<file path="config.mk">
export PLATFORM = sky130hd
export DESIGN_NAME = lcd_64_to_32_bits_dfa_core
export DESIGN_NICKNAME = d
export VERILOG_FILES = /design/src/rtl/lcd_64_to_32_bits_dfa_core.sv
export SDC_FILE = /design/constraint.sdc
export NUM_CORES = 1
export LEC_CHECK = 0
export CAP_MARGIN = 20
export CORE_MARGIN = 5
export CORE_UTILIZATION = 48
export DETAILED_ROUTE_END_ITERATION = 8
export PLACE_DENSITY = 0.92
export SLEW_MARGIN = 0
export SYNTH_ARGS = -nofsm -noshare
export SYNTH_HDL_FRONTEND = slang
export SYNTH_SLANG_ARGS = --single-unit
</file>
<file path="constraint.sdc">
create_clock -name clk -period 4.97 [get_ports clk]
set_input_delay 0.7455 -clock clk [delete_from_list [all_inputs] [get_ports clk]]
set_output_delay 0.7455 -clock clk [all_outputs]
set_load 0.01 [all_outputs]
</file>
<file path="src/rtl/lcd_64_to_32_bits_dfa_core.sv">
// lcd_64_to_32_bits_dfa_core
// Avalon-ST data format adapter core for the LCD path: takes 64-bit beats
// (8 symbols, first symbol in the MSBs) and emits them as one or two 32-bit
// beats (4 symbols). sop/eop/empty are carried across the split.
// One input beat is held at a time. Outputs come only from registers, so
// there is no combinational path from in_* to out_*.
// Optional build macro: LCD_64_TO_32_DFA_PKT_CHECK_EN adds packet framing
// tracking and drives protocol_error; without it protocol_error is tied 0.
module lcd_64_to_32_bits_dfa_core #(
    parameter int SYMBOL_W    = 8,
    parameter int IN_SYMBOLS  = 8,
    parameter int OUT_SYMBOLS = 4
) (
    input  logic                            clk,
    input  logic                            reset,
    input  logic [IN_SYMBOLS*SYMBOL_W-1:0]  in_data,
    input  logic                            in_valid,
    output logic                            in_ready,
    input  logic                            in_startofpacket,
    input  logic                            in_endofpacket,
    input  logic [2:0]                      in_empty,
    output logic [OUT_SYMBOLS*SYMBOL_W-1:0] out_data,
    output logic                            out_valid,
    input  logic                            out_ready,
    output logic                            out_startofpacket,
    output logic                            out_endofpacket,
    output logic [1:0]                      out_empty,
    output logic                            protocol_error
);

    localparam int IN_W  = IN_SYMBOLS * SYMBOL_W;
    localparam int OUT_W = OUT_SYMBOLS * SYMBOL_W;

    localparam logic [1:0] ST_EMPTY = 2'd0;  // nothing held
    localparam logic [1:0] ST_HIGH  = 2'd1;  // upper half pending
    localparam logic [1:0] ST_LOW   = 2'd2;  // lower half pending

    logic [1:0]      state_reg, state_next;
    logic [IN_W-1:0] hold_data_reg, hold_data_next;
    logic            hold_sop_reg, hold_sop_next;
    logic            hold_eop_reg, hold_eop_next;
    logic [2:0]      hold_empty_reg, hold_empty_next;

    logic             accept;
    logic             load;
    logic             upper_is_last;
    logic [OUT_W-1:0] upper_word;
    logic [OUT_W-1:0] lower_word;

    // An eop beat with four or more unused symbols fits entirely in the upper half.
    assign upper_is_last = hold_eop_reg && hold_empty_reg[2];

    // The sink can take a new beat once the held one is about to drain completely.
    assign in_ready = !reset &&
                      ((state_reg == ST_EMPTY) ||
                       ((state_reg == ST_LOW) && out_ready) ||
                       ((state_reg == ST_HIGH) && out_ready && upper_is_last));

    assign accept = in_valid && in_ready;

    // Symbol lanes: symbol gi of each output half maps to symbol gi (upper)
    // or symbol gi+OUT_SYMBOLS (lower) of the held input beat.
    generate
        for (genvar gi = 0; gi < OUT_SYMBOLS; gi++) begin : g_lane
            assign upper_word[(OUT_SYMBOLS-1-gi)*SYMBOL_W +: SYMBOL_W] =
                hold_data_reg[(IN_SYMBOLS-1-gi)*SYMBOL_W +: SYMBOL_W];
            assign lower_word[(OUT_SYMBOLS-1-gi)*SYMBOL_W +: SYMBOL_W] =
                hold_data_reg[(OUT_SYMBOLS-1-gi)*SYMBOL_W +: SYMBOL_W];
        end
    endgenerate

    // Output beat decode from the held beat and the current half.
    always_comb begin
        out_valid         = (state_reg != ST_EMPTY);
        out_data          = '0;
        out_startofpacket = 1'b0;
        out_endofpacket   = 1'b0;
        out_empty         = 2'd0;
        case (state_reg)
            ST_HIGH: begin
                out_data          = upper_word;
                out_startofpacket = hold_sop_reg;
                out_endofpacket   = upper_is_last;
                // hold_empty >= 4 here, so subtracting 4 just drops bit 2.
                out_empty         = upper_is_last ? hold_empty_reg[1:0] : 2'd0;
            end
            ST_LOW: begin
                out_data          = lower_word;
                out_startofpacket = 1'b0;
                out_endofpacket   = hold_eop_reg;
                out_empty         = hold_eop_reg ? hold_empty_reg[1:0] : 2'd0;
            end
            default: ;
        endcase
    end

    // Next-state and hold-register load decision.
    always_comb begin
        state_next      = state_reg;
        hold_data_next  = hold_data_reg;
        hold_sop_next   = hold_sop_reg;
        hold_eop_next   = hold_eop_reg;
        hold_empty_next = hold_empty_reg;
        load            = 1'b0;
        case (state_reg)
            ST_EMPTY: begin
                if (accept) begin
                    load       = 1'b1;
                    state_next = ST_HIGH;
                end
            end
            ST_HIGH: begin
                if (out_ready) begin
                    if (!upper_is_last) begin
                        state_next = ST_LOW;
                    end else if (accept) begin
                        load       = 1'b1;
                        state_next = ST_HIGH;
                    end else begin
                        state_next = ST_EMPTY;
                    end
                end
            end
            ST_LOW: begin
                if (out_ready) begin
                    if (accept) begin
                        load       = 1'b1;
                        state_next = ST_HIGH;
                    end else begin
                        state_next = ST_EMPTY;
                    end
                end
            end
            default: state_next = ST_EMPTY;
        endcase
        if (load) begin
            hold_data_next  = in_data;
            hold_sop_next   = in_startofpacket;
            hold_eop_next   = in_endofpacket;
            // empty is meaningless on non-eop beats; keep it clean.
            hold_empty_next = in_endofpacket ? in_empty : 3'd0;
        end
    end

    // State and hold registers; reset discards any partially drained beat.
    always_ff @(posedge clk) begin
        if (reset) begin
            state_reg      <= ST_EMPTY;
            hold_data_reg  <= '0;
            hold_sop_reg   <= 1'b0;
            hold_eop_reg   <= 1'b0;
            hold_empty_reg <= 3'd0;
        end else begin
            state_reg      <= state_next;
            hold_data_reg  <= hold_data_next;
            hold_sop_reg   <= hold_sop_next;
            hold_eop_reg   <= hold_eop_next;
            hold_empty_reg <= hold_empty_next;
        end
    end

`ifdef LCD_64_TO_32_DFA_PKT_CHECK_EN
    logic in_packet_reg, in_packet_next;
    logic protocol_error_reg, protocol_error_next;

    // Framing tracker: a sop inside a packet or a non-sop outside one is flagged.
    always_comb begin
        in_packet_next      = in_packet_reg;
        protocol_error_next = 1'b0;
        if (accept) begin
            protocol_error_next = in_startofpacket ? in_packet_reg : !in_packet_reg;
            if (in_endofpacket) begin
                in_packet_next = 1'b0;
            end else if (in_startofpacket) begin
                in_packet_next = 1'b1;
            end
        end
    end

    // Framing state and the one-cycle error pulse.
    always_ff @(posedge clk) begin
        if (reset) begin
            in_packet_reg      <= 1'b0;
            protocol_error_reg <= 1'b0;
        end else begin
            in_packet_reg      <= in_packet_next;
            protocol_error_reg <= protocol_error_next;
        end
    end

    assign protocol_error = protocol_error_reg;
`else
    assign protocol_error = 1'b0;
`endif

endmodule

</file>
; ---- Word-level counts from Yosys, hierarchy flattened
; Index checks and enable logic that the tools add are counted.
[word_totals]
ff_bits = 71
latchBits = 0
ram_bits = 0
romBits = 0
in_bits = 73
out_inout_bits = 39
wordCells = 40
n_memories = 0
[op_classes]
n_addsub = 0
n_mul = 0
n_div = 0
magnitude_cmp = 0
eq_ne = 5
n_shift = 0
n_mux = 18
n_bitwise = 0
n_reduce_logical = 12
[ops]
columns = op, n
row1 = $pmux 32 s2, 1
row2 = $mux 2, 6
row3 = $logic_and 1x1->1, 6
row4 = $mux 1, 6
row5 = $ne 2x2->1 const B, 3
row6 = $pmux 2 s3, 1
row7 = $pmux 2 s2, 1
row8 = $mux 3, 1
row9 = $pmux 1 s3, 1
row10 = $reduce_and 3->1, 1
row11 = $eq 2x1->1 const B, 1
row12 = $eq 2x2->1 const B, 1
row13 = $logic_not 2->1, 1
row14 = $logic_or 1x1->1, 2
row15 = $pmux 1 s2, 1
row16 = $reduce_bool 2->1, 1
row17 = $logic_not 1->1, 1

; ---- Logic depth before layout (Yosys ltp)
[logic_depth]
word_depth = 10
ltp_mapped = 10
ltp_nobuf = 6

; ---- Worst setup path before layout
; OpenSTA, ideal clock, no wires.
[synth_path]
path_type = input to output
from = in reset
to = out in_ready
arrival_ns = 1.401
required_time_ns = 4.225
slack_ns = 2.824
cell_stages = 3
path_buffers = 2
path_cell_list = clkbuf_1 clkbuf_1 nor2_1
[synth_between]
elab_chain_cells = 2
[synth_rtl]
columns = item, line
row1 = "start, declared", 15  ; input logic reset,
row2 = $logic_not 1->1, 54  ; assign in_ready = !reset &&
row3 = $logic_and 1x1->1, 54
row4 = "end, declared", 18  ; output logic in_ready,
; Every way passes these cells.

; ---- Final worst setup path
[layout_path]
from = reg state_reg[0]
to = out out_empty[0]
[layout_between]
elab_chain_cells = 2
word_cells_on_any_way = 3
cone_classes = 2 x eq/ne / 1 x mux
[layout_rtl]
columns = item, line
row1 = "start, declared", 38  ; logic [1:0] state_reg, state_next;
row2 = "start signal, assigned", 154  ; state_reg <= state_next;
row3 = $eq 2x2->1 / $eq 2x1->1 (equally long branches), 79  ; case (state_reg)
row4 = $pmux 2 s2 (*), 79
row5 = "end, declared", 27  ; output logic [1:0] out_empty,
; Mark *: on every way between the ends. The rest lies on a longest branch, timed or not.

==> results by group <==
Flow run
  – Max cap viols: 0

STA
  – Slew headroom: 32.93%
  – Total count of max-transition violations in the final report: 0
  – Setup_tns: 0 ns
  – Clk_skew: slightly above 0.006 ns
  – Setup repair after global routing missed its margin: no
  – Setup violation total in the final timing report: 0
  – Max Freq: slightly below 300 MHz
  – Worst Tran Pin Value: approximately 1 ns
  – Number of hold violations in the final report: 0
  – Worst Hold Slack: around 0.45 ns
  – Setup WS post-layout: around 1.5 ns
  – Final clock period utilization by the worst path: 68.86%
  – Final critical delay including setup and external delays: roughly 3.4 ns

Drt
  – Average wire per cell in the routed design: between 10 and 15 µm
  – Total via count after detailed routing: ~3,100
  – Mean number of vias per cell: between 5 and 6
  – Number of detailed-route iterations in the first pass: 4
  – Number of routed nets with antenna violations: 0
  – Starting DRT DRC Count: ~130
  – Total detailed-routing wirelength: 8744 µm
  – Detailed-route DRC error count: 0

Final layout
  – Area Overhead vs Synth: 42.09%
  – Number of nets in the finished design: a little under 600
  – Count of fill cells added during filler insertion: between 400 and 500
  – Post-route insts no fill: roughly 580
  – Number of flip-flops under the largest register name: 64
  – Sequential cell area in the final layout: 1421 µm²
  – Area of the multi-input gates: about 1500 µm²
  – Final design utilization: 70.25%
  – Fraction of layout cells with a size suffix above 1: 5.128%
  – Final instance area: 4461 µm²
  – Most common cell after layout, fill and taps aside: sky130_fd_sc_hd__nand2_1
  – Diode insertion count for antenna repair: 0
  – Most frequent cells in the layout: sky130_fd_sc_hd__nand2_1 (139), sky130_fd_sc_hd__clkdlybuf4s50_1 (109), sky130_fd_sc_hd__a21oi_1 (73)

Logic synthesis
  – Number of flip-flops and latches in the synthesized netlist: just over 70
  – Yosys warnings: 0
  – Proportion of synthesized chip area in sequential cells: a little under half
  – Count of different cell masters after synthesis: 23
  – Syn Area/Cell: roughly 7.6 µm²
  – Post-Syn Instances: 411
  – Post-Syn Area: 3139 µm²
  – Post-Synthesis Net Count: around 490

Worst setup path
  – Start-to-end type of the worst setup path: register to output port
  – Critical path endpoint category: output port
  – Worst r2r path cells: 7
  – Worst reg2reg path startpoint: state_reg[0]$_SDFFE_PP0P_
  – Timing startpoint of the critical path: state_reg[0]$_SDFFE_PP0P_
  – Destination of the worst register-to-register timing path: hold_data_reg[16]$_SDFFE_PP0P_
  – Data required, critical path: between 4 and 5 ns
  – Number of buffers and inverters on the critical path: 2
  – Critical Path Max Stage Delay: ~0.88 ns
  – Arrival time at the worst endpoint: approximately 2.7 ns
  – Crit path cell chain: inv_1 > ha_1 > nand2_1 > nor2_1 > and2_1 > clkdlybuf4s50_1
  – Max stage delay cell, worst path: sky130_fd_sc_hd__ha_1
  – Maximum net fanout on the critical path: 34
  – Startpoint types: register
  – Reg-to-reg slack, setup: around 1.8 ns
  – Worst path top cell family by delay: adder cells

Die
  – Starting density of the core: 49.44%
  – Floorplan die height: slightly above 90 µm
  – Total core area: between 6000 and 7000 µm²
  – Row Count: 29
  – Die footprint: 8257 µm²
  – Width of the die: slightly above 90 µm
  – Number of top-level pins: 112

Clock tree
  – Worst-skew pair later-pin latency: roughly 0.34 ns
  – Buffer levels on the longest clock path: 2
  – CTS Hold Buffers Added: 0
  – TritonCTS Sinks: 71
  – Clock transition at path regs: about 0.070 ns
  – Cells resized by post-CTS repair: 0
  – Number of clock buffers inserted by TritonCTS: 9
  – Cell at the root of the clock tree: sky130_fd_sc_hd__clkbuf_8
  – CTS HTree Levels: 3
  – Setup Buffers After CTS: 0
  – TritonCTS clock tree: done

Pwr
  – Areal power density over the cells: just under 400 nW/µm²
  – Peak supply drop: roughly 320 µV
  – Total design power: around 1.8 mW
  – Leakage power: about 1.5 nW

Place
  – HPWL reported at the end of detailed placement: slightly above 6000 µm
  – Number of placed cells counting well taps: around 570
  – Area after DPL: 4229 µm²
  – Dpl ws: between 1.5 and 2 ns
  – Weighted congestion reported at the end of routability-driven placement: approximately 0.84
  – I/O Buffers: between 100 and 150

Run status
  – Outcome: finished, final reports clean

Hold path
  – Start point of the worst min-delay path: hold_data_reg[55]$_SDFFE_PP0P_
  – End of the worst hold path: hold_data_reg[55]$_SDFFE_PP0P_
  – Kind of path behind the tightest hold check: register to register
  – Instance count along the most critical hold path: 2

Global route
  – GR Util All Layers: between 20% and 30%
  – Total global routing overflow: 0
  – Wire length of the first global-routing pass: ~14,000 µm
  – Initial antenna violation count: 0
  – Pin count of the biggest net entering global routing: 52
  – Via count of the first global-routing pass: roughly 3,100
[synthesized netlist by cell type (all sizes together)]
| cell | instances | share of area (%) |
|---|---|---|
| and2 | 3 | 0.60 |
| nand4bb | 3 | 1.1 |
| o31ai | 1 | 0.68 |
| nor2b | 33 | 6.6 |
| nor2 | 3 | 0.36 |
| inv | 4 | 0.48 |
| nand3 | 3 | 0.48 |
| clkbuf | 12 | 1.4 |
| a21oi | 73 | 12 |
| o22ai | 1 | 0.20 |
| a31o | 1 | 0.28 |
| conb | 1 | 0.12 |
| o31a | 1 | 0.28 |
| ha | 4 | 1.6 |
| or3 | 1 | 0.20 |
| a31oi | 2 | 0.60 |
| buf | 23 | 3.9 |
| a22oi | 32 | 7.7 |
| dfxtp | 71 | 45 |
| nand2 | 139 | 17 |
[worst max path at each step]
stage / to / slack [ns] / cells past startpoint
after floorplan: in_ready / 2.82 / 3
after global placement: hold_data_reg[54]$_SDFFE_PP0P_ / 1.93 / 7
after detailed placement: hold_data_reg[16]$_SDFFE_PP0P_ / 1.83 / 7
after CTS: out_empty[0] / 1.54 / 6
after global routing: out_empty[0] / 1.34 / 6
final: out_empty[0] / 1.55 / 6
[layout make-up]
class / instances / area share (%)
clock inverters: 5 / 1.795
clock buffers: 11 / 3.394
multi-input cells: 301 / 34.47
flip-flops and latches: 71 / 31.87
well taps: 77 / 2.160
inverters: 4 / 0.3366
repair buffers: 115 / 25.97
[report_power, final]
group	internal [mW]	switching [mW]	total [mW]
logic	0.249	0.323	0.572
registers	0.640	0.0425	0.682
clock network	0.309	0.211	0.520
[routing by layer]
metal	GRT usage [%]	share of wire, %
met1	24.88	41
met5	0	0
met3	6.000	7.1
met4	8.557	1.1
met2	36.14	50
[worst min-delay path, delay by kind of cell (launching register included)]
family	cells	cell delay [ns]
DFF	1	0.31
and+or+nand+nor	1	0.05
AOI/OAI and AO/OA	1	0.05
[cells by family (layout without fill, tap and decap cells)]
family	count (synthesis)	after routing	share of synthesized area, %
AOI/OAI and AO/OA	111	111	21.32
adders and majority gates	4	4	1.594
buffers and inverters	39	135	5.779
DFF	71	71	45.28
other	1	1	0.1195
and+or+nand+nor	185	185	25.91
Power figures use the tool's default switching activity.
